==> config.mk <==
export PLATFORM = sky130hd
export DESIGN_NAME = pc_sequencer
export DESIGN_NICKNAME = d
export VERILOG_FILES = /design/src/rtl/pc_sequencer.sv
export SDC_FILE = /design/constraint.sdc
export NUM_CORES = 1
export LEC_CHECK = 0
export BUFFER_PORTS_ARGS = -buffer_cell sky130_fd_sc_hd__buf_2
export CORE_AREA = 2 2 39 41
export CTS_CLUSTER_SIZE = 8
export DETAILED_ROUTE_END_ITERATION = 7
export DIE_AREA = 0 0 41 43
export GPL_TIMING_DRIVEN = 0
export PLACE_DENSITY = 0.89
export SYNTH_ARGS = -nofsm -noshare
export SYNTH_HDL_FRONTEND = slang
export SYNTH_SLANG_ARGS = --single-unit
==> constraint.sdc <==
create_clock -name clk -period 5.2 [get_ports clk]
set_input_delay 0.52 -clock clk [delete_from_list [all_inputs] [get_ports clk]]
set_output_delay 0.52 -clock clk [all_outputs]
set_load 0.02 [all_outputs]
==> src/rtl/pc_sequencer.sv <==
// pc_sequencer
//   Program counter and instruction-fetch sequencer for the picoMIPS core.
//   Steps through the program memory one word per enabled cycle and applies
//   the decoder's control requests: absolute/relative branch, wait for an
//   operator handshake (press then release), and halt.
//
// Optional build macro:
//   PC_HS_SYNC_EN  - when defined, hs_in goes through a 2-flop synchronizer
//                    (reset to 0) before the FSM sees it. This adds two cycles
//                    of latency to both press and release detection. Leave it
//                    undefined only when hs_in is already synchronous to clk.
//
// Ports:
//   clk       in   system clock, rising edge
//   reset     in   asynchronous, active-high reset
//   en        in   step enable; 0 holds PC and state
//   branch    in   branch taken (already flag-qualified by the decoder)
//   br_abs    in   1 = absolute target, 0 = PC-relative offset
//   br_addr   in   absolute target or two's-complement relative offset
//   wait_req  in   current instruction is wait-for-handshake
//   halt_req  in   current instruction is halt
//   hs_in     in   external handshake switch
//   address   out  current PC, straight to program memory
//   waiting   out  1 while waiting for handshake press or release
//   halted    out  1 while halted
//
// State table:
//   state          | meaning
//   ---------------+-------------------------------------------------------
//   S_RUN          | fetching; requests applied by priority each enabled cycle
//   S_WAIT_ASSERT  | on a wait instruction, waiting for the handshake press
//   S_WAIT_RELEASE | press seen, waiting for release; release steps PC past it
//   S_HALT         | stopped; only reset leaves this state

module pc_sequencer #(
    parameter int P_SIZE = 5
) (
    input  logic              clk,
    input  logic              reset,
    input  logic              en,
    input  logic              branch,
    input  logic              br_abs,
    input  logic [P_SIZE-1:0] br_addr,
    input  logic              wait_req,
    input  logic              halt_req,
    input  logic              hs_in,
    output logic [P_SIZE-1:0] address,
    output logic              waiting,
    output logic              halted
);

    typedef enum logic [1:0] {
        S_RUN          = 2'd0,
        S_WAIT_ASSERT  = 2'd1,
        S_WAIT_RELEASE = 2'd2,
        S_HALT         = 2'd3
    } state_t;

    state_t            state;
    state_t            state_nxt;
    logic [P_SIZE-1:0] pc;
    logic [P_SIZE-1:0] pc_nxt;
    logic              hs_s;

    //------------------------------------------------------------------
    // Handshake conditioning
    //------------------------------------------------------------------
`ifdef PC_HS_SYNC_EN
    logic hs_meta;
    logic hs_sync;

    // Free-running regardless of en: edges seen while stalled are not
    // latched, the FSM simply looks at the current level once en returns.
    always_ff @(posedge clk or posedge reset) begin
        if (reset) begin
            hs_meta <= 1'b0;
            hs_sync <= 1'b0;
        end else begin
            hs_meta <= hs_in;
            hs_sync <= hs_meta;
        end
    end

    assign hs_s = hs_sync;
`else
    assign hs_s = hs_in;
`endif

    //------------------------------------------------------------------
    // State register
    //------------------------------------------------------------------
    always_ff @(posedge clk or posedge reset) begin
        if (reset) begin
            state <= S_RUN;
            pc    <= '0;
        end else begin
            state <= state_nxt;
            pc    <= pc_nxt;
        end
    end

    //------------------------------------------------------------------
    // Next-state logic
    //------------------------------------------------------------------
    always_comb begin
        state_nxt = state;
        pc_nxt    = pc;
        if (en) begin
            case (state)
                S_RUN: begin
                    if (halt_req) begin
                        state_nxt = S_HALT;
                    end else if (wait_req) begin
                        state_nxt = S_WAIT_ASSERT;
                    end else if (branch) begin
                        // Same-width add wraps modulo 2^P_SIZE, which is exactly
                        // a sign-extended offset truncated back to P_SIZE bits.
                        pc_nxt = br_abs ? br_addr : (pc + br_addr);
                    end else begin
                        pc_nxt = pc + P_SIZE'(1);
                    end
                end
                S_WAIT_ASSERT: begin
                    if (hs_s) begin
                        state_nxt = S_WAIT_RELEASE;
                    end
                end
                S_WAIT_RELEASE: begin
                    if (!hs_s) begin
                        state_nxt = S_RUN;
                        pc_nxt    = pc + P_SIZE'(1);
                    end
                end
                S_HALT: begin
                    state_nxt = S_HALT;
                end
                default: begin
                    state_nxt = S_RUN;
                end
            endcase
        end
    end

    //------------------------------------------------------------------
    // Output decode
    //------------------------------------------------------------------
    always_comb begin
        address = pc;
        waiting = (state == S_WAIT_ASSERT) || (state == S_WAIT_RELEASE);
        halted  = (state == S_HALT);
    end

endmodule

; ---- Word level (Yosys, flattened, before mapping)
; Index checks and enable logic that the tools add are counted.
[totals]
regBits = 7
elab_cells = 28
out_inout_bits = 7
in_bits = 13
[classes]
n_mux = 11
n_addsub = 2
n_reduce_logical = 5
eq_ne = 8
[op_table]
columns = op, n
row1 = $mux 5, 5
row2 = $pmux 5 s2, 1
row3 = $mux 2, 4
row4 = $ne 2x2->1 const B, 4
row5 = $pmux 2 s4, 1
row6 = $add 5x1->5 const B, 1
row7 = $add 5x5->5, 1
row8 = $reduce_and 5->1, 1
row9 = $eq 2x2->1 const B, 2
row10 = $reduce_and 4->1, 1
row11 = $ne 3x3->1 const B, 1
row12 = $eq 2x1->1 const B, 1
row13 = $logic_not 2->1, 1
row14 = $reduce_bool 2->1, 1
row15 = $logic_or 1x1->1, 1

; ---- Depth between registers and ports, before layout
[depth]
ltp_word = 6
mapped_depth = 8
depth_no_buf = 8

; ---- Worst setup path after synthesis
; Ideal clock, no wire load.
[synth_timing]
kind = reg2reg
startpoint = register pc[0] (netlist: address[0])
endpoint = register pc[4] (netlist: address[4])
setup_ns = 0.126
synth_period_minus_slack_ns = 1.985
t_arrival_ns = 1.858
setup_slack_ns = 3.215
stages_incl_launch_ff = 9
path_cell_list = dfrtp_1 -> ha_1 -> inv_1 -> fa_1 -> nand2b_1 -> a21oi_1 -> mux2i_1 -> xor2_1 -> o31ai_1
[synth_between]
elab_chain_len = 6
word_cells_on_any_way = 8
cone_classes = add/sub (2) / mux (6)
[synth_rtl]
columns = element, line_no
row1 = start: declaration, 61  ; logic [P_SIZE-1:0] pc;
row2 = start signal: assignment, 98  ; pc <= pc_nxt;
row3 = $add 5x5->5, 118  ; pc_nxt = br_abs ? br_addr : (pc + br_addr);
row4 = $mux 5, 118
row5 = $mux 5, 115  ; end else if (branch) begin
row6 = $mux 5, 113  ; end else if (wait_req) begin
row7 = $mux 5, 111  ; if (halt_req) begin
row8 = $pmux 5 s2 *, 109  ; case (state)
; Mark *: on every way between the ends. The rest lies on a longest branch, timed or not. The select of a mux whose other input is x is not followed.
; A chain may end at the register's enable or synchronous reset.

; ---- Final worst setup path
; Same ends and word-level chain as after synthesis.

==> qor.csv <==
stage,metric,value,unit
final_layout,antenna_cells,0,
routing,detail_route.wl_per_cell,11.2,um
logic_synthesis,post-synth-top-count-cell,nor2_1,
routing,viasPerCell,5.28,
worst_setup_path,setup.worst_path.end_class,flop,
sta,grt_setup_unrepaired,no,
global_routing,grt_pass1_wl,2170,um
clock_tree,clock_path_buffers,2,
sta,skew,3.11,ps
clock_tree,clockRootBuffer,clkbuf_4,
logic_synthesis,postSynthAreaPerCell,8.33,um2
logic_synthesis,synth_top_area_cell,dfrtp_1,
sta,relSlewSlack,72.7,%
global_routing,grt_pass1_vias,598,
logic_synthesis,syn_area,683,um2
global_routing,antenna_found_initial,0,
floorplan,chipWidth,41,um
worst_setup_path,arrival,2140,ps
worst_setup_path,cpLargestDelayFamily,adder cells,
logic_synthesis,synth-main-ff-cell,dfrtp_1,
sta,clock.fmax,496,MHz
power,leakagePower,0.409,nW
logic_synthesis,async_reset_ff_share,100,%
logic_synthesis,synth-seq-area-share,25.6,%
final_layout,final_cell_area,820,um2
routing,vias,634,
sta,fin_tns_setup,0,ps
placement,numPortBuffers,18,
worst_setup_path,slowest_stage,dfrtp_1,
sta,finalHoldViolCount,0,
worst_setup_path,start_kind,flop,
clock_tree,cts_hold_buf,0,
sta,period_minus_slack,2020,ps
logic_synthesis,yosysWarnings,0,
placement,hpwl,1110,um
placement,finalWeightedCongestion,0.683,
global_routing,use_met2,31.3,%
routing,routed_wirelength,1340,um
worst_setup_path,rr_endpoint,address[4]$_DFFE_PP0P_,
worst_setup_path,crit_chain,ha_1 > inv_1 > fa_1 > nand2b_1 > a21oi_1 > mux2i_1 > xor2_1 > o31ai_1,
clock_tree,clk_transition_reported_paths,50,ps
logic_synthesis,netlist_top_cells_area,"dfrtp_1 26%, ha_1 18%, nor2_1 6.0%, xor2_1 3.8%, a21oi_1 3.7%",
worst_setup_path,reg2reg_from,address[0]$_DFFE_PP0P_,
global_routing,grt_busiest_layer,met2,
global_routing,grt_use_met3,3.14,%
placement,dpl_worst_slack,2980,ps
sta,setup_violations,0,
logic_synthesis,synth_top_area_share,25.6,%
global_routing,grtUsageMet1,19.3,%
sta,tightest_slew,409,ps
worst_setup_path,r2r_setup_slack,3180,ps
logic_synthesis,synth-edff-count,0,
worst_setup_path,worstPathMaxFanout,6,
run_status,status,completed,
floorplan,core_area,1380,um2
routing,ant_nets,0,
floorplan,ios,20,
logic_synthesis,synth-seq-cells,7,
floorplan,rows,14,
clock_tree,clkSinkCount,7,
final_layout,drive_gt1_share,24.0,%
floorplan,fp.dieH,43,um
power,vdd_drop_max,0.000237,V
clock_tree,clkLatencyLatePin,240,ps
clock_tree,cts_setup_buffers,0,
sta,setup_ws,3180,ps
global_routing,gr-total-overflow,0,
final_layout,areaGrowthSynthToFinish,20.0,%
final_layout,nets,129,
global_routing,grt_max_degree,11,
logic_synthesis,synth_common_cells,"11 x nor2_1, 10 x ha_1, 7 x dfrtp_1",
job,max_cap_violations,0,
routing,drc,0,
worst_setup_path,worstRegToRegCells,8,
worst_setup_path,path_class,flop to flop,
clock_tree,cts_resized,0,
floorplan,die_area,1760,um2
floorplan,start_util,49.4,%
clock_tree,h-tree-depth,1,
worst_setup_path,worstPathRequired,5320,ps
global_routing,gr-usage-all-layers,17.9,%
worst_setup_path,max_stage_delay,410,ps
clock_tree,cts_tree,done,
logic_synthesis,netlist_instances,82,
sta,drv_slew,0,
worst_setup_path,path_buf_inv,1,
clock_tree,cts_buffers,3,
logic_synthesis,synth.distinct_cells,27,
placement,placed_area,793,um2
power,p_per_area,543,nW/um2
routing,dr.pass1.iters,4,
sta,finalCritPeriodShare,38.8,%
logic_synthesis,syn-num-nets,106,
routing,first_iter_violations,15,
min_path,hp-class,primary input to async pin,
-- power breakdown --
part | total [mW] | switching, mW | internal [mW] | leakage, nW
clock | 0.0473 | 0.0182 | 0.0292 | 0.0150
sequential | 0.115 | 0.0339 | 0.0816 | 0.0848
combinational | 0.282 | 0.164 | 0.119 | 0.310
total | 0.445 | 0.216 | 0.230 | 0.409
-- through the flow --
stage | hold WS [ps] | utilization, % | std cells | power, mW
detailed placement | 453 | 57.3 | 116 | 0.399
floorplan | 323 | - | 82 | 0.328
global route | 197 | 59.2 | 120 | 0.497
CTS | 184 | 59.2 | 120 | 0.451
global placement | 449 | 57.3 | 116 | 0.385
finish | 184 | 59.2 | 120 | 0.445
-- routing by layer --
metal	part of all wire (%)	wire length [um]
met5	0	0
met2	52	697
met4	0	0
met3	4.2	56
met1	44	584
-- final cells by class --
cell class / count / area (um2)
fillers: 127 / 564
multi-input cells: 66 / 465
flip-flops and latches: 7 / 175
repair buffers: 18 / 90.1
clock buffers: 4 / 26.3
inverters: 6 / 22.5
plain buffers: 3 / 20.0
well taps: 16 / 20.0
-- flip-flops by register name, indices dropped and copies added (netlist names) --
| name | cells |
|---|---|
| address | 5 |
| state | 2 |
-- cells in the final DEF, fill, tap and decap left out, drive strengths merged --
master | Yosys | layout
o32a | 1 | 1
a21boi | 1 | 1
a211oi | 1 | 1
a21o | 2 | 2
dfrtp | 7 | 7
nor3 | 2 | 2
nand2 | 5 | 5
o31ai | 2 | 2
clkbuf | 0 | 4
inv | 6 | 6
xor2 | 3 | 3
o21ai | 5 | 5
mux2i | 2 | 2
ha | 10 | 10
nor4 | 1 | 1
buf | 3 | 21
nand3 | 2 | 2
and3 | 1 | 1
o22a | 1 | 1
nand2b | 3 | 3
nor2b | 2 | 2
nor2 | 11 | 11
o211ai | 2 | 2
a31oi | 2 | 2
a21oi | 6 | 6
fa | 1 | 1
-- kinds of logic after synthesis --
| logic type | synth area share, % |
|---|---|
| muxes | 2.93 |
| DFF | 25.6 |
| buffers and inverters | 6.23 |
| AOI/OAI and AO/OA | 22.0 |
| adders and majority gates | 21.2 |
| and+or+nand+nor | 18.1 |
| xor gates and xnor gates | 3.85 |
-- worst max path at each step --
| stage | to | startpoint | depth (start not counted) |
|---|---|---|---|
| final | address[4]$_DFFE_PP0P_ | address[0]$_DFFE_PP0P_ | 8 |
| after detailed placement | address[4]$_DFFE_PP0P_ | br_addr[0] | 9 |
| after global routing | address[4]$_DFFE_PP0P_ | address[0]$_DFFE_PP0P_ | 8 |
| after global placement | address[4]$_DFFE_PP0P_ | br_addr[0] | 9 |
| after CTS | address[4]$_DFFE_PP0P_ | address[0]$_DFFE_PP0P_ | 8 |
| after floorplan | address[4]$_DFFE_PP0P_ | address[0]$_DFFE_PP0P_ | 8 |
Note: power is estimated with default switching activity, not from simulation.
